[src/rtl/pwm_duty_ramp_ctrl_if.sv]
// Target/duty bus between a duty source and the ramp scheduler.
//   en        run enable
//   tgt_duty  requested target duty (W bits)
//   tgt_vld   target valid
//   tgt_rdy   target can be accepted this cycle
//   duty      duty to the PWM generator (W bits)
//   prd_strt  first cycle of a PWM period
//   ramping   scheduler is slewing toward the target
//   done      one-cycle pulse when duty reaches the target
// master: the side that supplies targets; slave: the scheduler.
interface pwm_duty_ramp_ctrl_if #(
    parameter int unsigned W = 11
);
    logic         en;
    logic [W-1:0] tgt_duty;
    logic         tgt_vld;
    logic         tgt_rdy;
    logic [W-1:0] duty;
    logic         prd_strt;
    logic         ramping;
    logic         done;

    modport master (
        output en, tgt_duty, tgt_vld,
        input  tgt_rdy, duty, prd_strt, ramping, done
    );

    modport slave (
        input  en, tgt_duty, tgt_vld,
        output tgt_rdy, duty, prd_strt, ramping, done
    );
endinterface

[src/rtl/pwm_duty_ramp_ctrl.sv]
// Soft-start / duty-ramp scheduler for the PWM generator.
// Accepts a target duty over valid/ready and slews the registered duty toward
// it by STEP once per PWM period (2^W clk cycles), updating only at period
// boundaries. A free-running period counter mirrors the PWM counter.
// Ports:
//   clk  system clock
//   rst  asynchronous, active-high reset
//   bus  pwm_duty_ramp_ctrl_if.slave (en, tgt_duty/tgt_vld/tgt_rdy,
//        duty, prd_strt, ramping, done)
// Optional feature: define PWM_DUTY_CLAMP_EN to clamp accepted targets to
// MAX_DUTY; otherwise MAX_DUTY has no effect.
module pwm_duty_ramp_ctrl #(
    parameter int unsigned  W        = 11,
    parameter int unsigned  STEP     = 8,
    parameter logic [W-1:0] MAX_DUTY = W'(11'h7C0)
) (
    input logic                 clk,
    input logic                 rst,
    pwm_duty_ramp_ctrl_if.slave bus
);

    typedef enum logic [1:0] {
        IDLE = 2'd0,
        RAMP = 2'd1,
        HOLD = 2'd2
    } state_e;

    localparam logic [W-1:0] CNT_LAST = {W{1'b1}};
    localparam logic [W-1:0] STEP_W   = W'(STEP);
    localparam logic [W:0]   STEP_X   = (W+1)'(STEP);

`ifdef PWM_DUTY_CLAMP_EN
    localparam bit CLAMP_EN = 1'b1;
`else
    localparam bit CLAMP_EN = 1'b0;
`endif

    state_e       state_q, state_d;
    logic [W-1:0] cnt_q, cnt_d;
    logic [W-1:0] duty_q, duty_d;
    logic [W-1:0] tgt_q, tgt_d;
    logic         done_q, done_d;
    logic         ramping_q, ramping_d;
    logic         tgt_rdy_q, tgt_rdy_d;

    logic         bnd_c;
    logic         xfer_c;
    logic [W-1:0] tgt_in_c;
    logic [W:0]   diff_c;

    // Accepted target, optionally limited to the duty ceiling.
    assign tgt_in_c = (CLAMP_EN && (bus.tgt_duty > MAX_DUTY)) ? MAX_DUTY : bus.tgt_duty;

    assign bnd_c  = bus.en & (cnt_q == CNT_LAST);
    assign xfer_c = bus.tgt_vld & tgt_rdy_q;

    // Distance to target at W+1 bits so any STEP compares without wrap.
    assign diff_c = (tgt_q >= duty_q) ? ({1'b0, tgt_q} - {1'b0, duty_q})
                                      : ({1'b0, duty_q} - {1'b0, tgt_q});

    // Next-state and output decode.
    always_comb begin
        cnt_d   = bus.en ? (cnt_q + W'(1)) : cnt_q;
        state_d = state_q;
        duty_d  = duty_q;
        tgt_d   = tgt_q;
        done_d  = 1'b0;

        case (state_q)
            IDLE, HOLD: begin
                if (xfer_c) begin
                    tgt_d = tgt_in_c;
                    if (tgt_in_c == duty_q) begin
                        state_d = HOLD;
                        done_d  = 1'b1;
                    end else begin
                        state_d = RAMP;
                    end
                end
            end
            RAMP: begin
                if (bnd_c) begin
                    if (diff_c <= STEP_X) begin
                        duty_d  = tgt_q;
                        state_d = HOLD;
                        done_d  = 1'b1;
                    end else if (tgt_q > duty_q) begin
                        duty_d = duty_q + STEP_W;
                    end else begin
                        duty_d = duty_q - STEP_W;
                    end
                end
            end
            default: begin
                state_d = IDLE;
            end
        endcase

        ramping_d = (state_d == RAMP);
        tgt_rdy_d = (state_d != RAMP);
    end

    // State and output registers.
    always_ff @(posedge clk or posedge rst) begin
        if (rst) begin
            state_q   <= IDLE;
            cnt_q     <= '0;
            duty_q    <= '0;
            tgt_q     <= '0;
            done_q    <= 1'b0;
            ramping_q <= 1'b0;
            tgt_rdy_q <= 1'b1;
        end else begin
            state_q   <= state_d;
            cnt_q     <= cnt_d;
            duty_q    <= duty_d;
            tgt_q     <= tgt_d;
            done_q    <= done_d;
            ramping_q <= ramping_d;
            tgt_rdy_q <= tgt_rdy_d;
        end
    end

    // Period-start strobe follows en directly; held low while in reset.
    assign bus.prd_strt = bus.en & (cnt_q == '0) & ~rst;
    assign bus.duty     = duty_q;
    assign bus.tgt_rdy  = tgt_rdy_q;
    assign bus.ramping  = ramping_q;
    assign bus.done     = done_q;

endmodule

[src/flat_wrapper.sv]
// flat-port wrapper written by rule: the top's interface ports become plain ports
module pwm_duty_ramp_ctrl_flat 
#(
    parameter int unsigned  W        = 11,
    parameter int unsigned  STEP     = 8,
    parameter logic [W-1:0] MAX_DUTY = W'(11'h7C0)
)
  (clk, rst, bus_en, bus_tgt_duty, bus_tgt_vld, bus_tgt_rdy, bus_duty, bus_prd_strt, bus_ramping, bus_done);
  pwm_duty_ramp_ctrl_if #(.W(W)) bus_i ();
  input logic clk;
  input logic rst;
  input wire logic [$bits(bus_i.en)-1:0] bus_en;
  input wire logic [$bits(bus_i.tgt_duty)-1:0] bus_tgt_duty;
  input wire logic [$bits(bus_i.tgt_vld)-1:0] bus_tgt_vld;
  output wire logic [$bits(bus_i.tgt_rdy)-1:0] bus_tgt_rdy;
  output wire logic [$bits(bus_i.duty)-1:0] bus_duty;
  output wire logic [$bits(bus_i.prd_strt)-1:0] bus_prd_strt;
  output wire logic [$bits(bus_i.ramping)-1:0] bus_ramping;
  output wire logic [$bits(bus_i.done)-1:0] bus_done;
  assign bus_i.en = bus_en;
  assign bus_i.tgt_duty = bus_tgt_duty;
  assign bus_i.tgt_vld = bus_tgt_vld;
  assign bus_tgt_rdy = bus_i.tgt_rdy;
  assign bus_duty = bus_i.duty;
  assign bus_prd_strt = bus_i.prd_strt;
  assign bus_ramping = bus_i.ramping;
  assign bus_done = bus_i.done;
  pwm_duty_ramp_ctrl #(.W(W), .STEP(STEP), .MAX_DUTY(MAX_DUTY)) u_core (.clk(clk), .rst(rst), .bus(bus_i));
endmodule
[config.mk]
export PLATFORM = sky130hd
export DESIGN_NAME = pwm_duty_ramp_ctrl_flat
export DESIGN_NICKNAME = d
export VERILOG_FILES = /design/src/rtl/pwm_duty_ramp_ctrl_if.sv /design/src/rtl/pwm_duty_ramp_ctrl.sv /design/src/flat_wrapper.sv
export SDC_FILE = /design/constraint.sdc
export NUM_CORES = 1
export LEC_CHECK = 0
export CORE_MARGIN = 2
export CORE_UTILIZATION = 56
export CTS_CLUSTER_SIZE = 12
export DETAILED_ROUTE_END_ITERATION = 12
export PLACE_DENSITY = 0.86
export SYNTH_ARGS = -nofsm -noshare
export SYNTH_HDL_FRONTEND = slang
export SYNTH_SLANG_ARGS = --single-unit
[constraint.sdc]
create_clock -name clk -period 6.1 [get_ports clk]
set_input_delay 0.915 -clock clk [delete_from_list [all_inputs] [get_ports clk]]
set_output_delay 0.915 -clock clk [all_outputs]
set_load 0.02 [all_outputs]
# Word-level counts from Yosys, hierarchy flattened
# Cells that the tools add are included.
# word_totals
register_bits	38
in_bits	15
elab_cells	44
# classes
n_addsub	5
n_lt_le_gt_ge	3
n_eq_ne	6
mux	13
bitwise_logic	5
n_reduce_logical	5
# ops
operator	count
$sub 11x11->12	2
$mux 11	2
$le 12x4->1 const B	1
$mux 12	1
$add 11x1->11 const B	1
$add 11x4->11 const B	1
$eq 11x11->1	1
$eq 11x11->1 const B	1
$ge 11x11->1	1
$gt 11x11->1	1
$logic_not 11->1	1
$sub 11x4->11 const B	1
$mux 2	4
$and 1x1->1	4
$eq 2x1->1 const B	2
$mux 1	4
$pmux 2 s2	1
$reduce_and 2->1	2
$eq 2x2->1 const B	1
$logic_not 2->1	1
$ne 2x1->1 const B	1
$pmux 1 s2	1
$reduce_or 2->1	1
$not 1->1	1

# Logic depth before layout (Yosys ltp)
# Gate-level depths: netlist (run 1).
# logic_depth
ltp_word	7
depth_mapped	18
ltp_nobuf	17

# Worst setup path before layout (run 1)
# Ideal clock, no wire load.
# synth_path
path_type	reg-to-reg
startpoint	register u_core.duty_q[4], in the netlist u_core.bus.duty[4]
endpoint	register u_core.duty_q[10], in the netlist u_core.bus.duty[10]
setup_time_ns	0.122
arrival_ns	3.789
slack_ns	2.189
stages_incl_launch_ff	18
path_buffers	0
synth_period_minus_slack_ns	3.911
path_cell_list	dfrtp_1 -> inv_1 -> ha_1 -> and2_1 -> o2111a_1 -> nor3_1 -> o31a_1 -> nand2b_1 -> ha_1 -> a21o_1 -> a21oi_1 -> nor2b_1 -> o21a_1 -> o41a_1 -> xor2_1 -> nand2_1 -> mux2_1 -> a2bb2oi_1
# synth_via
elab_chain_len	4
elab_cells_between_ends	10
# synth_rtl
item	line_no	text
start, declared	pwm_duty_ramp_ctrl.sv:40	logic [W-1:0] duty_q, duty_d;
start signal, assigned	pwm_duty_ramp_ctrl.sv:116	duty_q <= duty_d;
$sub 11x11->12, or another cell as far along	pwm_duty_ramp_ctrl.sv:59	: ({1'b0, duty_q} - {1'b0, tgt_q});
$mux 12	pwm_duty_ramp_ctrl.sv:58	assign diff_c = (tgt_q >= duty_q) ? ({1'b0, tgt_q} - {1'b0, duty_q})
$le 12x4->1	pwm_duty_ramp_ctrl.sv:83	if (diff_c <= STEP_X) begin
$mux 11 (*)	pwm_duty_ramp_ctrl.sv:83	
# Every way passes the cells marked *; elsewhere a longest branch is shown, timed or not.
# A chain may end at the register's enable or synchronous reset.

# Final worst setup path (run 1)
# layout_path
startpoint	register u_core.duty_q[5], in the netlist u_core.bus.duty[5]
endpoint	register u_core.duty_q[10], in the netlist u_core.bus.duty[10]
# The elaborated chain is that of the path after synthesis.

==> results of run 1 <==
routing by layer:
layer	global-route usage, %	vias to the layer above
li1	-	1333
met1	31.4	1315
met2	42.1	70
met3	3.45	19
met4	10.7	0
met5	0	-
critical path, delay by kind of cell, from the launching register on:
| family | cells | cell delay, ns |
|---|---|---|
| muxes | 1 | 0.27 |
| and+or+nand+nor | 5 | 0.82 |
| adders and majority gates | 2 | 0.85 |
| DFF | 1 | 0.48 |
| xor gates and xnor gates | 1 | 0.18 |
| AOI/OAI and AO/OA | 7 | 1.56 |
| buffers and inverters | 1 | 0.08 |
per-stage QoR:
stage | util, % | cells | power, mW
floorplan | - | 361 | 0.979
global placement | 63.2 | 451 | 1.11
detailed placement | 63.2 | 451 | 1.13
CTS | 64.9 | 459 | 1.32
global route | 64.9 | 459 | 1.44
finish | 64.9 | 459 | 1.33
flip-flops by register name (all words and copies together) (netlist names):
signal              cells
u_core.bus.done         1
u_core.bus.duty        11
u_core.bus.ramping      1
u_core.bus.tgt_rdy      1
u_core.cnt_q           11
u_core.state_q          2
u_core.tgt_q           11
layout by cell type, fill, tap and decap left out, types with 3 or more instances in the layout:
cell,Yosys,layout
nand3_1,9,9
nor2_1,21,21
and3_1,4,4
or4_1,4,4
ha_1,30,30
o21ai_0,22,22
a21o_1,3,3
clkbuf_8,0,6
nor3_1,9,9
o21ai_1,6,6
nand4_1,7,7
nor4_1,6,6
xor2_1,18,18
clkdlybuf4s50_1,0,29
mux2i_1,12,12
xnor2_1,10,10
and2_1,6,6
o21bai_1,4,4
a21oi_1,19,19
inv_1,31,31
nor2b_1,4,4
nand2b_1,6,6
nand2_1,33,33
dfrtp_1,37,37
power groups by stage:
stage                     Clock [mW]  Sequential [mW]  Combinational [mW]
after floorplan                    0            0.366               0.613
after global placement             0            0.380               0.729
after detailed placement           0            0.381               0.746
after CTS                      0.187            0.378               0.752
after global routing           0.197            0.388               0.850
final                          0.182            0.380               0.765
final timing paths:
check | end | depth (start not counted)
worst max-delay path | u_core.bus.duty[10]$_DFFE_PP0P_ | 17
worst min-delay path | u_core.cnt_q[9]$_DFFE_PP0P_ | 1
worst max register to register | u_core.bus.duty[10]$_DFFE_PP0P_ | 17
worst min register to register | u_core.cnt_q[9]$_DFFE_PP0P_ | 1
max in group asynchronous | u_core.bus.tgt_rdy$_DFF_PP1_ | 3
min in group asynchronous | u_core.tgt_q[5]$_DFFE_PP0P_ | 2
cells by family (layout without fill, tap and decap cells):
group / count (synthesis) / count (layout) / share of synthesized area (%)
buf+inv: 45 / 71 / 6.30
flops: 38 / 38 / 30.5
fa+ha+maj: 31 / 31 / 12.7
simple gates: 120 / 120 / 20.0
xor+xnor: 28 / 28 / 7.87
mux: 13 / 13 / 4.21
compound gates: 86 / 86 / 18.4
area by class of cell:
type                    instances  share of cell area [%]
flip-flops and latches         38                    27.0
inverters                      32                    3.40
multi-input cells             278                    55.8
clock inverters                 2                   0.354
clock buffers                   6                    2.34
repair buffers                 31                    8.64
well taps                      72                    2.55
==> impl_results.md, run 1 <==
* Post-synth ARST share at 100%
* Hold Crit Class: flip-flop to flip-flop
* Crit-path max FO at 11
* TNS Setup at 0 ns
* CP startpoint: u_core.bus.duty[5]$_DFFE_PP0P_
* Full die area at 6180 µm²
* # IOs at 30
* Clk root buf: clkbuf_8
* Clock sink count at 38
* Drt pass-1 iters at 4
* Post-Route M1 WL at 3240 µm
* NumNets Final at 432
* Area of the multi-input gates at 1970 µm²
* Die Span Y at 78.6 µm
* Initial antenna violation count at 0
* Skew-Pair Late Insertion Delay at 0.29 ns
* Top cell type's share of synthesized area at 29.7%
* CORE AREA at 5440 µm²
* Crit Path Category: flip-flop to flip-flop
* Met2 WL at 3540 µm
* Internal power at 0.725 mW
* Synthesized instance count at 361
* Hold WS at 0.504 ns
* Cell area power density at 376 nW/µm²
* Outcome: complete, no violations
* Distinct cell type count after synthesis at 63
* Clock Tree Buf Depth at 2
* Average wire per standard cell at 15.9 µm
* Met3 WL at 297 µm
* Area delta synth->final at 13.3%
* Post-synthesis sequential area ratio at 30.5%
* Mapped Area at 3120 µm²
* Clock power share at 13.7%
* Average size of a mapped cell at 8.64 µm²
* Top_reg_cell synth: dfrtp_1
* Slew @ Worst Pin at 0.909 ns
* Total net switching power at 0.603 mW
* Die W at 78.6 µm
* Gate power share at 57.6%
* Slowest cell on the critical path: dfrtp_1
* Final hold vios at 0
* EDFF count, synth at 0
* H-tree levels at 2
* Register area at 952 µm²
* Final WL at 7320 µm
* Max-Cap Viols at 0
* Net Sw Frac at 45.4%
* Row cnt at 27
* Leak at 1.57 nW
* Worst Min Path Start: u_core.cnt_q[9]$_DFFE_PP0P_
* Final max-slew violation count at 0
* CP Cell Sequence: inv_1, ha_1, and2_1, o2111a_1, nor3_1, o31a_1, nand2b_1, ha_1, a21o_1, a21oi_1, nor2b_1, o21a_1, o41a_1, xor2_1, nand2_1, mux2_1, a2bb2oi_1
* Vias in the first global route at 2,652
* Post-route cell area at 3530 µm²
* R2r setup slk at 1.73 ns
* DRC at 0
* Via density at 5.96
* Most frequent cells after synthesis: dfrtp_1 (37), nand2_1 (33), inv_1 (31)
* Dominant cell type by area after synthesis: dfrtp_1
* Worst Setup Start Kind: flip-flop
* Worst path required time at 6.28 ns
* CP Capture Type: flip-flop
* Port Buffers at 29
* Final setup viols at 0
* VDD IR max at 0.215 mV
* Fmax at 229 MHz
* Unrepaired setup endpoints after global routing: no
* Cell repeated most along the worst path: ha_1
* Final Skew at 0.00237 ns
* Largest net degree at the start of global routing at 25
* Vias at 2,737
* First-pass GRT wire length at 12,200 µm
* Layout cells sized above 1 at 4.65%
* Tot GR Track Use at 24.8%
* Register bit total from synthesis at 38
* Critical path data arrival time at 4.55 ns
* Tcrit/Tclk final at 71.6%
* Worst reg2reg startpoint: u_core.bus.duty[5]$_DFFE_PP0P_
* Fill cell total of the finished layout at 435
* Ant. Diodes at 0
* Final worst slack at 1.73 ns
* GP Congestion at 0.905
* TritonCTS Buffers at 5
* Final ANT Viol Nets at 0
* Setup bufs post-CTS at 0
* Grt total ovfl at 0
* Initial DRC count at 191
* Placed cell areas at 3440 µm²
* Detailed placer's ending HPWL at 5560 µm
* DP Worst Slack at 1.79 ns
* TritonCTS clock tree: done
* Top-count cell post-synth: dfrtp_1
* Crit-path max cell delay at 0.48 ns
* Post_cts resized at 0
* YS warnings at 0
* Hold-fix buffers, CTS at 0
* CTS clk-pin slew, worst paths at 0.07 ns
* Slew margin rel. at 39.4%
* Uppermost routed layer: met4
* Syn nets at 407
* Initial Util at 57.3%
* Fin crit period at 4.37 ns
* Reg power frac at 28.7%
* Synth area leaders: dfrtp_1 (30%), ha_1 (12%), xor2_1 (5.1%), nand2_1 (4.0%), mux2i_1 (3.9%)
Power figures use the tool's default switching activity.
==> run 2: changes to the inputs <==
CORE_UTILIZATION = 52   (was 56)
PLACE_DENSITY = 0.84   (was 0.86)
clock period = 3.65 ns   (was 6.1 ns; I/O delays follow)
==> impl_results.md, run 2 (same netlist as run 1, synthesis figures left out) <==
* Initial antenna violation count at 0 (unchanged)
* Leak at 1.75 nW (+11%)
* Tcrit/Tclk final at 103% (+31 points)
* Row cnt at 28 (+3.7%)
* Final Skew at 0.00900 ns (+0.00663 ns)
* Max-Cap Viols at 0 (unchanged)
* Area delta synth->final at 25.7%
* Post-route cell area at 3920 µm² (+11%)
* Via density at 5.97 (+0.11%)
* Final worst slack at -0.0930 ns (-1.83 ns)
* Initial DRC count at 269 (+41%)
* Average wire per standard cell at 17.3 µm (+8.4%)
* Unrepaired setup endpoints after global routing: yes
* Net Sw Frac at 44.6% (-0.81 points)
* Crit-path max cell delay at 0.42 ns (-0.06 ns)
* H-tree levels at 2 (unchanged)
* Clock power share at 11.2% (-2.5 points)
* Slew @ Worst Pin at 0.535 ns (-0.375 ns)
* Largest net degree at the start of global routing at 30 (+20%)
* Final setup viols at 1 (+1)
* Failing checks: negative setup slack
* Fmax at 267 MHz (+17%)
* Worst Min Path Start: u_core.cnt_q[9]$_DFFE_PP0P_
* Hold WS at 0.501 ns (-0.00310 ns)
* Crit-path max FO at 5 (-6)
* Critical path data arrival time at 3.92 ns (-0.63 ns)
* Final max-slew violation count at 0 (unchanged)
* Final ANT Viol Nets at 0 (unchanged)
* # IOs at 30 (unchanged)
* Commonest non-fill, non-tap cells in the layout: nand2_1 (33), buf_4 (33), inv_1 (29), clkdlybuf4s50_1 (29), dfrtp_1 (29)
* First-pass GRT wire length at 13,000 µm (+6.7%)
* Met1 usage at 31.3% (-0.13 points)
* Final WL at 8560 µm (+17%)
* Crit Path Category: flip-flop to flip-flop
* Placed cell areas at 3640 µm² (+5.8%)
* Port Buffers at 29 (unchanged)
* CP startpoint: u_core.tgt_q[4]$_DFFE_PP0P_
* M3 GR Usage at 4.07% (+0.62 points)
* Delay-heaviest family, CP: compound AO/OA/AOI/OAI gates
* CORE AREA at 5850 µm² (+7.6%)
* DRC at 0 (unchanged)
* Hold-fix buffers, CTS at 0 (unchanged)
* Tot GR Track Use at 25.6% (+0.86 points)
* Final hold vios at 0 (unchanged)
* TritonCTS Buffers at 5 (unchanged)
* Clock Tree Buf Depth at 2 (unchanged)
* NumNets Final at 465 (+7.6%)
* Fin crit period at 3.74 ns (-0.625 ns)
* Detailed placer's ending HPWL at 6120 µm (+10%)
* Gate power share at 63.8% (+6.2 points)
* Full die area at 6630 µm² (+7.3%)
* Reg power frac at 25.1% (-3.6 points)
* Initial Util at 53.3% (-4.0 points)
* Cell area power density at 652 nW/µm² (+74%)
* Grt total ovfl at 0 (unchanged)
* Worst Setup Start Kind: flip-flop
* Busiest layer in global routing: met2
* Clock sink count at 38 (unchanged)
* Total net switching power at 1.14 mW (+89%)
* TritonCTS clock tree: done
* Slew margin rel. at 64.0% (+25 points)
* Drt pass-1 iters at 5 (+1)
* DP Worst Slack at -0.0745 ns (-1.86 ns)
* CP Capture Type: flip-flop
* Die Span Y at 81.4 µm (+3.6%)
* Clk root buf: clkbuf_8
* Worst reg2reg startpoint: u_core.tgt_q[4]$_DFFE_PP0P_
* Internal power at 1.42 mW (+95%)
* Met2 Use GR at 44.3% (+2.2 points)
* Ant. Diodes at 0 (unchanged)
* Slowest cell on the critical path: dfrtp_1
* Hold Crit Class: flip-flop to flip-flop
* Vias in the first global route at 2,815 (+6.1%)
* Layout cells sized above 1 at 18.1% (+13 points)
* Die W at 81.4 µm (+3.6%)
* Outcome: finished, violations left
* Skew-Pair Late Insertion Delay at 0.30 ns (about the same)
* CTS clk-pin slew, worst paths at 0.07 ns (about the same)
* Worst path required time at 3.83 ns (-2.45 ns)
* Crit path buf inv count at 0 (-1)
* CP Cell Sequence: ha_1, and2_4, o2111a_1, nor3_2, o31a_1, nand2b_4, ha_4, a21o_1, a21oi_2, nor2b_1, o21a_1, o41a_1, xor2_1, nand2_1, mux2_4, a2bb2oi_2
* Vias at 2,955 (+8.0%)
* VDD IR max at 0.441 mV (+110%)
* GP Congestion at 0.899 (-0.67%)
==> run 2: cell count changes in the layout (fill, tap and decap cells not counted), sizes merged <==
cell      change
buf          +33
clkinv        +1
clkinvlp      -1
==> run 2: worst reg2reg max path: stages, from the launching register on <==
cell	delay, ns
dfrtp_1	0.42
ha_1	0.32
and2_4	0.17
o2111a_1	0.24
nor3_2	0.07
o31a_1	0.31
nand2b_4	0.20
ha_4	0.23
a21o_1	0.16
a21oi_2	0.14
nor2b_1	0.07
o21a_1	0.20
o41a_1	0.42
xor2_1	0.23
nand2_1	0.07
mux2_4	0.28
a2bb2oi_2	0.13
==> run 2: area by class of cell <==
type	instances	area, µm²
inverters	32	120
multi-input cells	278	2090
clock buffers	6	72.6
repair buffers	64	569
flip-flops and latches	38	962
well taps	75	93.8
fillers	436	1930
clock inverters	2	10.0
==> run 2: power groups by stage <==
stage               clock network (mW)  registers, mW  logic, mW
finish                           0.285          0.641       1.63
global route                     0.304          0.658       1.79
CTS                              0.286          0.633       1.43
detailed placement                   0          0.641       1.38
global placement                     0          0.634       1.33
floorplan                            0          0.611       1.04
==> run 2: what timing repair did <==
action / 4_1_cts / 5_1_grt
resized for setup: 1 / 18
cloned: 0 / 0
buffers inserted: 3 / 9
pin swaps: 0 / 9
setup endpoints to repair: 1 / 4
hold endpoints to repair: 0 / 0
==> run 2: path summary, 6_finish.rpt <==
path | end | slack (ns) | cells past startpoint
max in group asynchronous | u_core.bus.duty[10]$_DFFE_PP0P_ | 2.32 | 3
worst max register to register | u_core.bus.duty[10]$_DFFE_PP0P_ | -0.09 | 16
worst min register to register | u_core.cnt_q[9]$_DFFE_PP0P_ | 0.50 | 1
worst max-delay path | u_core.bus.duty[10]$_DFFE_PP0P_ | -0.09 | 16
min in group asynchronous | u_core.bus.ramping$_DFF_PP0_ | 0.56 | 2
worst min-delay path | u_core.cnt_q[9]$_DFFE_PP0P_ | 0.50 | 1
==> run 2: per-stage QoR <==
step / instances / total power [mW] / TNS (ns) / utilization (%)
final: 495 / 2.56 / -0.0930 / 67.0
after global routing: 495 / 2.75 / -0.290 / 67.0
after CTS: 486 / 2.35 / 0 / 64.0
after detailed placement: 475 / 2.02 / -0.0745 / 62.1
after global placement: 475 / 1.96 / 0 / 62.1
after floorplan: 361 / 1.65 / 0 / -
==> run 2: routing by layer <==
metal  wire length [µm]  up-vias
met3                401       25
met2               4300      103
met5                  0        -
li1                   -     1397
met1               3560     1430
met4                302        0
==> run 3: changes to the inputs <==
==> constraint.sdc (replaced) <==
create_clock -name clk -period 3.65 [get_ports clk]
set_input_delay 0.9125 -clock clk [delete_from_list [all_inputs] [get_ports clk]]
set_output_delay 0.9125 -clock clk [all_outputs]
set_load 0.02 [all_outputs]
==> impl_results.md, run 3 (same netlist as run 1, synthesis figures left out) <==
* H-tree levels at 2 (unchanged)
* DRC at 0 (unchanged)
* Unrepaired setup endpoints after global routing: yes
* # IOs at 30 (unchanged)
* Fin crit period at 3.62 ns (-0.120 ns)
* TritonCTS clock tree: done
* Clk root buf: clkbuf_8
* Die Span Y at 81.4 µm (unchanged)
* Cell area power density at 673 nW/µm² (+3.2%)
* Drt pass-1 iters at 5 (unchanged)
* Post-route cell area at 3950 µm² (+0.70%)
* Largest net degree at the start of global routing at 30 (unchanged)
* Final cell count without fillers at 495 (unchanged)
* CP Capture Type: flip-flop
* Clock power share at 16.4% (+5.2 points)
* Final Skew at 0.00647 ns (-0.00253 ns)
* Total net switching power at 1.14 mW (-0.23%)
* TNS Setup at 0 ns (+0.0930 ns)
* Crit Path Category: flip-flop to flip-flop
* Final ANT Viol Nets at 0 (unchanged)
* Commonest non-fill, non-tap cell in the layout: buf_4
* Slew @ Worst Pin at 0.528 ns (-0.00670 ns)
* Crit-path max FO at 4 (-1)
* Placed cell areas at 3650 µm² (+0.41%)
* Row cnt at 28 (unchanged)
* Final max-slew violation count at 0 (unchanged)
* Initial Util at 53.3% (unchanged)
* CTS clk-pin slew, worst paths at 0.08 ns (about the same)
* Area delta synth->final at 26.6%
* VDD IR max at 0.427 mV (-3.2%)
* Port Buffers at 29 (unchanged)
* CORE AREA at 5850 µm² (unchanged)
* Tcrit/Tclk final at 99.3% (-3.3 points)
* Initial DRC count at 239 (-11%)
* Placed cells at 477 (+0.42%)
* Average wire per standard cell at 17.4 µm (+0.37%)
* Max-Cap Viols at 0 (unchanged)
* Final setup viols at 0 (-1)
* DP Worst Slack at -0.111 ns (-0.0365 ns)
* Die W at 81.4 µm (unchanged)
* Worst Setup Start Kind: flip-flop
* Layout cells sized above 1 at 17.6% (-0.48 points)
* Hold-fix buffers, CTS at 0 (unchanged)
* Commonest non-fill, non-tap cells in the layout: buf_4 (34), nand2_1 (33), inv_1 (30), clkdlybuf4s50_1 (29), dfrtp_1 (29)
* Final hold vios at 0 (unchanged)
* Initial antenna violation count at 0 (unchanged)
* Internal power at 1.52 mW (+7.2%)
* Slew margin rel. at 64.5% (+0.45 points)
* Final worst slack at 0.0273 ns (+0.120 ns)
* Outcome: complete, no violations
* Hold Crit Class: flip-flop to flip-flop
* Skew-Pair Late Insertion Delay at 0.30 ns (about the same)
* Gate power share at 59.3% (-4.5 points)
* Finished Core Util at 67.5% (+0.47 points)
* Tot GR Track Use at 27.0% (+1.3 points)
* Detailed placer's ending HPWL at 6200 µm (+1.2%)
* Leak at 1.76 nW (+1.0%)
* Clock sink count at 38 (unchanged)
* Net Sw Frac at 42.8% (-1.8 points)
* Via density at 6.00 (+0.54%)
* Reg power frac at 24.3% (-0.8 points)
* Clock Tree Buf Depth at 2 (unchanged)
* Grt total ovfl at 0 (unchanged)
* R2r setup slk at 0.03 ns (+0.12 ns)
* GP Congestion at 0.947 (+5.3%)
* Critical path data arrival time at 3.80 ns (-0.12 ns)
* NumNets Final at 465 (unchanged)
* Ant. Diodes at 0 (unchanged)
* Fmax at 276 MHz (+3.3%)
* Vias at 2,971 (+0.54%)
* First-pass GRT wire length at 13,700 µm (+5.1%)
* TritonCTS Buffers at 5 (unchanged)
* Final WL at 8590 µm (+0.37%)
* Full die area at 6630 µm² (unchanged)
* Vias in the first global route at 2,937 (+4.3%)
* Worst path required time at 3.83 ns (about the same)
[run 3: cell count changes in the layout (fill, tap and decap cells not counted), sizes merged]
cell / delta
clkbuf: -1
clkinv: -1
bufinv: +2
[run 3: stage by stage]
step                      total power, mW  hold WS [ns]
after global placement               1.96         0.491
after global routing                 2.83         0.533
after detailed placement             2.03         0.497
after CTS                            2.53         0.512
final                                2.66         0.510
after floorplan                      1.65         0.460
[run 3: worst max-delay path, stage by stage, from the launching register on]
cell and delay [ns]:
dfrtp_1 0.44, ha_4 0.31, and2_4 0.15, o2111a_1 0.21, nor3_2 0.06, o31a_1 0.32
nand2b_4 0.18, ha_4 0.21, a21o_1 0.16, a21oi_2 0.13, nor2b_1 0.07, o21a_1 0.20
o41a_1 0.39, xor2_1 0.18, nand2_1 0.09, mux2_4 0.27, a2bb2oi_1 0.14
[run 3: cell type report]
| type | instances | area, µm² |
|---|---|---|
| multi-input cells | 278 | 2070 |
| fillers | 420 | 1900 |
| flip-flops and latches | 38 | 962 |
| repair buffers | 64 | 566 |
| inverters | 32 | 120 |
| well taps | 75 | 93.8 |
| clock buffers | 5 | 68.8 |
| clock inverters | 3 | 68.8 |
[run 3: final timing paths]
path | cells past startpoint | endpoint | startpoint
setup / recovery | 16 | u_core.bus.duty[10]$_DFFE_PP0P_ | u_core.tgt_q[5]$_DFFE_PP0P_
hold / removal | 1 | u_core.cnt_q[8]$_DFFE_PP0P_ | u_core.cnt_q[8]$_DFFE_PP0P_
setup reg to reg | 16 | u_core.bus.duty[10]$_DFFE_PP0P_ | u_core.tgt_q[5]$_DFFE_PP0P_
hold reg to reg | 1 | u_core.cnt_q[8]$_DFFE_PP0P_ | u_core.cnt_q[8]$_DFFE_PP0P_
max in group asynchronous | 3 | u_core.bus.tgt_rdy$_DFF_PP1_ | rst
min in group asynchronous | 2 | u_core.cnt_q[7]$_DFFE_PP0P_ | rst
[run 3: power groups by stage]
stage | clock, mW | sequential, mW | combinational, mW
floorplan | 0 | 0.611 | 1.04
global placement | 0 | 0.632 | 1.33
detailed placement | 0 | 0.642 | 1.39
CTS | 0.436 | 0.637 | 1.45
global route | 0.459 | 0.657 | 1.72
finish | 0.436 | 0.647 | 1.57
[run 3: timing repair]
item | 4_1_cts | 5_1_grt
pin swaps | 1 | 10
buffers inserted | 4 | 6
endpoints found under the setup margin | 1 | 2
gates resized for setup | 3 | 10
[run 3: metal layers]
layer,routed length [µm],vias up,global-route usage (%)
met3,413,33,5.38
li1,-,1395,-
met4,334,0,11.2
met1,3520,1438,30.9
met5,0,-,0
met2,4320,105,48.7
